**src/rtl/array_pkg.sv**
```systemverilog
// Shared types and size helpers for the array reader.
// Holds the sweep FSM encoding and the derived widths.
package array_pkg;

   typedef enum logic [1:0] {
      IDLE,
      FETCH,
      SEND,
      DONE
   } state_t;

   // Sizes for the default build (W=2, K=3*W).
   localparam int W_DEF = 2;
   localparam int K_DEF = 3 * W_DEF;
   localparam int N     = (1 << W_DEF) - 1;
   localparam int SUMW  = K_DEF + W_DEF + 1;

   // Same quantities for any parameterisation.
   function automatic int last_addr(input int w);
      return (1 << w) - 1;
   endfunction

   function automatic int sum_width(input int w, input int k);
      return k + w + 1;
   endfunction

endpackage

```
**src/rtl/array_mem.sv**
```systemverilog
// 2^W x (K+1) register array: one write port, one comb read port.
// Ports: clk, rst (async clear), wr_en/wr_addr/wr_data, rd_addr -> rd_data.
module array_mem
   import array_pkg::*;
#(
   parameter int W = 2,
   parameter int K = 3 * W
) (
   input  logic         clk,
   input  logic         rst,
   input  logic         wr_en,
   input  logic [W-1:0] wr_addr,
   input  logic [K:0]   wr_data,
   input  logic [W-1:0] rd_addr,
   output logic [K:0]   rd_data
);

   localparam int DEPTH = last_addr(W) + 1;

   logic [K:0] mem [DEPTH];

   always_ff @(posedge clk or posedge rst) begin
      if (rst) begin
         for (int i = 0; i < DEPTH; i++) begin
            mem[i] <= '0;
         end
      end else if (wr_en) begin
         mem[wr_addr] <= wr_data;
      end
   end

   // Comb read: a same-edge write lands after the fetch samples it,
   // so the fetch always sees the old value.
   assign rd_data = mem[rd_addr];

endmodule

```
**src/rtl/array_reader.sv**
```systemverilog
// Sweeps the register array in address order over valid/ready,
// summing accepted beats. Ports: write port, start, out_* stream,
// sum, busy, done.
module array_reader
   import array_pkg::*;
#(
   parameter int W = 2,
   parameter int K = 3 * W
) (
   input  logic         clk,
   input  logic         rst,
   input  logic         wr_en,
   input  logic [W-1:0] wr_addr,
   input  logic [K:0]   wr_data,
   input  logic         start,
   output logic         out_valid,
   input  logic         out_ready,
   output logic [W-1:0] out_addr,
   output logic [K:0]   out_data,
   output logic         out_last,
   output logic [K+W:0] sum,
   output logic         busy,
   output logic         done
);

   localparam int SW = sum_width(W, K);
   localparam logic [W-1:0] LAST = W'(last_addr(W));

   state_t     state;
   state_t     state_n;
   logic [W-1:0] ptr;
   logic [K:0]   rd_data;
   logic         fire;

   array_mem #(
      .W (W),
      .K (K)
   ) u_mem (
      .clk     (clk),
      .rst     (rst),
      .wr_en   (wr_en),
      .wr_addr (wr_addr),
      .wr_data (wr_data),
      .rd_addr (ptr),
      .rd_data (rd_data)
   );

   assign fire = out_valid & out_ready;

   always_ff @(posedge clk or posedge rst) begin
      if (rst) begin
         state <= IDLE;
      end else begin
         state <= state_n;
      end
   end

   always_comb begin
      state_n = state;
      unique case (state)
         IDLE: begin
            if (start) begin
               state_n = FETCH;
            end
         end
         FETCH: begin
            state_n = SEND;
         end
         SEND: begin
            if (fire) begin
               state_n = (ptr == LAST) ? DONE : FETCH;
            end
         end
         DONE: begin
            state_n = IDLE;
         end
         default: begin
            state_n = IDLE;
         end
      endcase
   end

   always_comb begin
      out_valid = (state == SEND);
      busy      = (state != IDLE);
      done      = (state == DONE);
      out_last  = (state == SEND) && (out_addr == LAST);
   end

   // Beat registers only load in FETCH, so they hold through
   // backpressure and ignore writes to the entry in flight.
   always_ff @(posedge clk or posedge rst) begin
      if (rst) begin
         ptr      <= '0;
         out_addr <= '0;
         out_data <= '0;
         sum      <= '0;
      end else begin
         unique case (state)
            IDLE: begin
               if (start) begin
                  ptr <= '0;
                  sum <= '0;
               end
            end
            FETCH: begin
               out_data <= rd_data;
               out_addr <= ptr;
            end
            SEND: begin
               if (fire) begin
                  sum <= sum + SW'(out_data);
                  if (ptr != LAST) begin
                     ptr <= ptr + 1'b1;
                  end
               end
            end
            default: begin
            end
         endcase
      end
   end

endmodule

```
**config.mk**
```make
export PLATFORM = sky130hd
export DESIGN_NAME = array_reader
export DESIGN_NICKNAME = d
export VERILOG_FILES = /design/src/rtl/array_pkg.sv /design/src/rtl/array_mem.sv /design/src/rtl/array_reader.sv
export SDC_FILE = /design/constraint.sdc
export NUM_CORES = 1
export LEC_CHECK = 0
export ABC_AREA = 1
export CAP_MARGIN = 20
export CORE_AREA = 2 2 76 78
export CTS_CLUSTER_SIZE = 10
export DETAILED_ROUTE_END_ITERATION = 7
export DIE_AREA = 0 0 78 80
export GPL_TIMING_DRIVEN = 1
export PLACE_DENSITY = 0.73
export SLEW_MARGIN = 20
export SYNTH_ARGS = -nofsm -noshare
export SYNTH_HDL_FRONTEND = slang
export SYNTH_SLANG_ARGS = --single-unit
```
**constraint.sdc**
```tcl
create_clock -name clk -period 4.2 [get_ports clk]
set_clock_uncertainty 0.15 [all_clocks]
set_input_delay 0.42 -clock clk [delete_from_list [all_inputs] [get_ports clk]]
set_output_delay 0.42 -clock clk [all_outputs]
set_load 0.1 [all_outputs]
```
==> run metrics, run 1 <==
R2R cell count 8; P&R area growth vs syn 21.6%; CP cell instances inv_1 > nand2_1 > nor3_1 > clkdlybuf4s50_1; Final period util 0.670; Distinct cells, synth 26; Synth warnings 0; CP arrival 2240 ps; r2r endpoint sum[8]; crit end category primary output; outcome finished clean; share of the synthesized area in the top cell type 0.510; # nets final 354; Hold Crit Class flip-flop to flip-flop; Fin Setup TNS 0 ps; share of post-route cells with drive strength above 1 0.0512; Max Slew Vio Count 0; hpwl dp 3620 um; WS Path Type flip-flop to primary output; Synth Instances 298; Overflow after GRT 0; area leader, netlist dfrtp_1; total die area 6240 um2; DRC Markers 0; worst slew pin tran 990 ps; final hold viol count 0; drt initial violations 149; synth top area cells dfrtp_1 (51%), nand2_1 (11%), o21ai_0 (9.6%), nor2_1 (6.1%), inv_1 (4.6%); CP startpoint kind flip-flop; Die Height 80 um; Most used DFF post-synth dfrtp_1; # setup viols final 0; r2r startpoint out_data[0]; gpl congestion 0.860; Post-Syn Area 2450 um2; Critical Path Fanout Max 5; Post-Syn Area per Cell 8.23 um2; CTS resizes 0; TritonCTS clock tree done; Antenna Cells 0; via/cell ratio 5.00; Slew headroom 0.338; vias in the first global route 1908; CP max stage delay 1150 ps; Post-synth EDFFs 0; clk sinks 50; DRT Pass-1 Iters 4; IO Count 36; Rows 27; Post-CTS Setup Inserts 0; Hold Path Origin u_mem.mem[6]; commonest non-fill, non-tap cell in the layout nand2_1; most frequent cells in the layout nand2_1 (69), dfrtp_1 (50), o21ai_0 (47); H-tree Lvls 2; largest net degree at the start of global routing 51; clock tree buffer depth 2; Clk Latency, worst-skew pair 300 ps; CP max stage cell clkdlybuf4s50_1; antenna viol nets, final 0; GRT Resource Usage Total 0.185; Core ar. 5410 um2; first-pass GRT wire length 9000 um; Register Area 1250 um2; routed wire length per instance 12.9 um; minimum clock period 2810 ps; RSZ-0062 raised after global routing no; drt total wl 5220 um; vias post-DR 2021; Initial Util 0.453; CTS Root Buffer Type clkbuf_8; syn_nets 321; FF+latch count, synth 50; Seq/Total Area, Yosys 0.510; Port Buffer Count 35; initial antenna violation count 0; # fillers 502; Req. time, crit path 3630 ps; Num CTS Buffers 5; Max Cap Violations 0; Min-Delay Path Depth 2; die span in x 78 um; Hold Crit Endpoint u_mem.mem[6]; CTS Hold Bufs 0; Post-synth ARST share 1.00; clock slew seen by the registers of the worst setup and hold paths 90 ps; Max Clock Freq 0.355 GHz; r2r setup slk 2250 ps; Multi-input gate area 1020 um2
## registers in the layout, summed over array words and instances, names as in the netlist
name,flops
u_mem.mem,28
sum,9
out_data,7
out_addr,2
ptr,2
state,2
## layout make-up
cell class,count,area share
Clock inverter,2,0.0202
Inverter,33,0.0420
Multi-Input combinational cell,206,0.343
Timing Repair Buffer,35,0.118
Tap cell,72,0.0302
Clock buffer,6,0.0277
Sequential cell,50,0.420
## synthesized netlist by cell type (all sizes together) (2+ instances only)
master	n
a21oi	6
a22o	2
a31oi	6
buf	8
dfrtp	50
ha	8
inv	33
nand2	70
nand3	15
nand3b	3
nor2	41
o21ai	50
## logic make-up after synthesis
family | synth area share
AOI/OAI and AO/OA | 0.144
xor gates and xnor gates | 0.00357
adders and majority gates | 0.0490
buffers and inverters | 0.0730
DFF | 0.510
and+or+nand+nor | 0.220
## routing by layer
metal / track usage / wire length (um) / up-vias
met4: 0.0474 / 55 / 0
met3: 0.0407 / 204 / 5
met2: 0.308 / 2550 / 51
li1: - / - / 1028
met5: 0 / 0 / -
met1: 0.247 / 2410 / 937
## critical path, delay by kind of cell, from the launching register on
kind          cells  cell delay (ps)
buf+inv           2             1300
simple gates      2              250
flops             1              380
## how the worst max path moves through the flow
| stage | start | end | slack (ps) | cells after the start |
|---|---|---|---|---|
| floorplan | out_addr[1] | out_last | 490 | 2 |
| global placement | state[0] | out_last | 1730 | 4 |
| detailed placement | state[0] | out_last | 1710 | 4 |
| CTS | state[0] | out_last | 1370 | 4 |
| global route | state[0] | out_last | 1250 | 4 |
| finish | state[0] | out_last | 1390 | 4 |
## per-stage QoR
step	instance area (um2)	instances	util	hold WS, ps	setup slack (ps)
CTS	2980	404	0.551	341	1370
global placement	2840	396	0.525	312	1730
finish	2980	404	0.551	340	1390
floorplan	2450	298	-	298	495
detailed placement	2840	396	0.525	318	1710
global route	2980	404	0.551	362	1250
Power of run 1 is left out: the tool's default activity adds up to more than one toggle a clock period on the data nets, which glitch-free logic cannot reach.
==> run 2, diff against run 1 <==
--- a/config.mk
+++ b/config.mk
@@ -12,7 +12,7 @@
 export DETAILED_ROUTE_END_ITERATION = 7
 export DIE_AREA = 0 0 78 80
 export GPL_TIMING_DRIVEN = 1
-export PLACE_DENSITY = 0.73
+export PLACE_DENSITY = 0.75
 export SLEW_MARGIN = 20
 export SYNTH_ARGS = -nofsm -noshare
 export SYNTH_HDL_FRONTEND = slang
==> constraint.sdc (replaced) <==
create_clock -name clk -period 2.3 [get_ports clk]
set_clock_uncertainty 0.15 [all_clocks]
set_input_delay 0.23 -clock clk [delete_from_list [all_inputs] [get_ports clk]]
set_output_delay 0.23 -clock clk [all_outputs]
set_load 0.1 [all_outputs]
==> run metrics, run 2 (synthesis results as in run 1) <==
Die Height 80 um (unchanged); clk sinks 50 (unchanged); M1 wire length 2420 um (+0.21%); Reg with most FFs u_mem.mem; wire length on met2 2430 um (-4.6%); hold slack final 71.2 ps (-269 ps); met3 routed WL 160 um (-22%); Max Clock Freq 0.538 GHz; IO Count 36 (unchanged); Slew headroom 0.541 (+0.203); Overflow after GRT 0 (unchanged); Max Slew Vio Count 0 (unchanged); Finished Cell Area 2960 um2 (-0.80%); Critical Path Fanout Max 4 (-1); Final period util 0.809; # fillers 524 (+4.4%); routed wire length per instance 12.6 um (-2.8%); fin util 0.547 (-0.00440); CTS resizes 0 (unchanged); Core ar. 5410 um2 (unchanged); GRT Resource Usage Total 0.177 (-0.00785); worst slew pin tran 688 ps (-302 ps); H-tree Lvls 2 (unchanged); Rows 27 (unchanged); gpl congestion 0.886 (+3.1%); first-pass GRT wire length 8790 um (-2.4%); via/cell ratio 5.00 (about the same); DRC Markers 0 (unchanged); Req. time, crit path 2350 ps (-1280 ps); Max Cap Violations 0 (unchanged); Hold Crit Class primary input to async pin; Num CTS Buffers 5 (unchanged); largest net degree at the start of global routing 34 (-33%); total die area 6240 um2 (unchanged); drt total wl 5100 um (-2.3%); Area after DPL 2850 um2 (+0.35%); share of post-route cells with drive strength above 1 0.126 (+0.0745); clock tree buffer depth 2 (unchanged); DRT Pass-1 Iters 4 (unchanged); vias in the first global route 1914 (+0.31%); # setup viols final 0 (unchanged); Initial Util 0.453 (unchanged); Port Buffer Count 35 (unchanged); antenna viol nets, final 0 (unchanged); drt initial violations 95 (-36%); CTS Hold Bufs 0 (unchanged); outcome finished clean; Largest regs u_mem.mem: 28 flops, sum: 9 flops, out_data: 7 flops; minimum clock period 1860 ps; Antenna Cells 0 (unchanged); Post-CTS Setup Inserts 0 (unchanged); CP startpoint kind flip-flop; CP arrival 1910 ps (-330 ps); P&R area growth vs syn 20.6%; vias post-DR 2029 (+0.40%); initial antenna violation count 0 (unchanged); Clk Latency, worst-skew pair 300 ps (about the same); WS Path Type flip-flop to flip-flop; crit end category flip-flop; die span in x 78 um (unchanged); most frequent cells in the layout nand2_1 (69), dfrtp_1 (49), o21ai_0 (47); final hold viol count 0 (unchanged); TritonCTS clock tree done; Fin Setup TNS 0 ps (unchanged); max FFs per register 28 (unchanged); RSZ-0062 raised after global routing no; # nets final 356 (+0.56%); Top Metal Used met4; CTS Root Buffer Type clkbuf_8; commonest non-fill, non-tap cell in the layout nand2_1; hpwl dp 3730 um (+3.1%); clock slew seen by the registers of the worst setup and hold paths 90 ps (about the same)
## run 2: final cells by class
cell class / instances / area, um2 / area share
clock inverters: 2 / 37.5 / 0.0127
inverters: 33 / 124 / 0.0419
clock buffers: 6 / 72.6 / 0.0245
flip-flops and latches: 50 / 1250 / 0.424
well taps: 72 / 90.1 / 0.0305
repair buffers: 37 / 348 / 0.118
multi-input cells: 206 / 1030 / 0.349
## run 2: stage by stage
stage / setup slack [ps] / instances
after floorplan: 4.77 / 298
after global placement: 475 / 398
after detailed placement: 442 / 398
after CTS: 428 / 406
after global routing: 296 / 406
final: 440 / 406
## run 2: worst max-delay path, stage by stage, from the launching register on
cell and delay [ps]:
dfrtp_1 410, ha_1 230, fa_1 400, nand3_1 100, nand3_1 130, nand2_1 90, nand2_1 60, a21oi_1 120
nor2_1 60
## run 2: routing by layer
metal	track usage	up-vias
met1	0.235	951
met3	0.0362	10
li1	-	1034
met2	0.292	34
met5	0	-
met4	0.0579	0
## run 2: path summary, 6_finish.rpt
kind / from / slack, ps / depth (start not counted) / endpoint
max: out_data[0] / 440 / 8 / sum[8]
min: rst / 70 / 2 / out_addr[1]
max reg2reg: out_data[0] / 440 / 8 / sum[8]
min reg2reg: u_mem.mem[1] / 340 / 2 / u_mem.mem[1]
max in group asynchronous: rst / 1420 / 3 / out_data[2]
min in group clk: u_mem.mem[1] / 340 / 2 / u_mem.mem[1]
Power of run 2 is left out for the same reason.
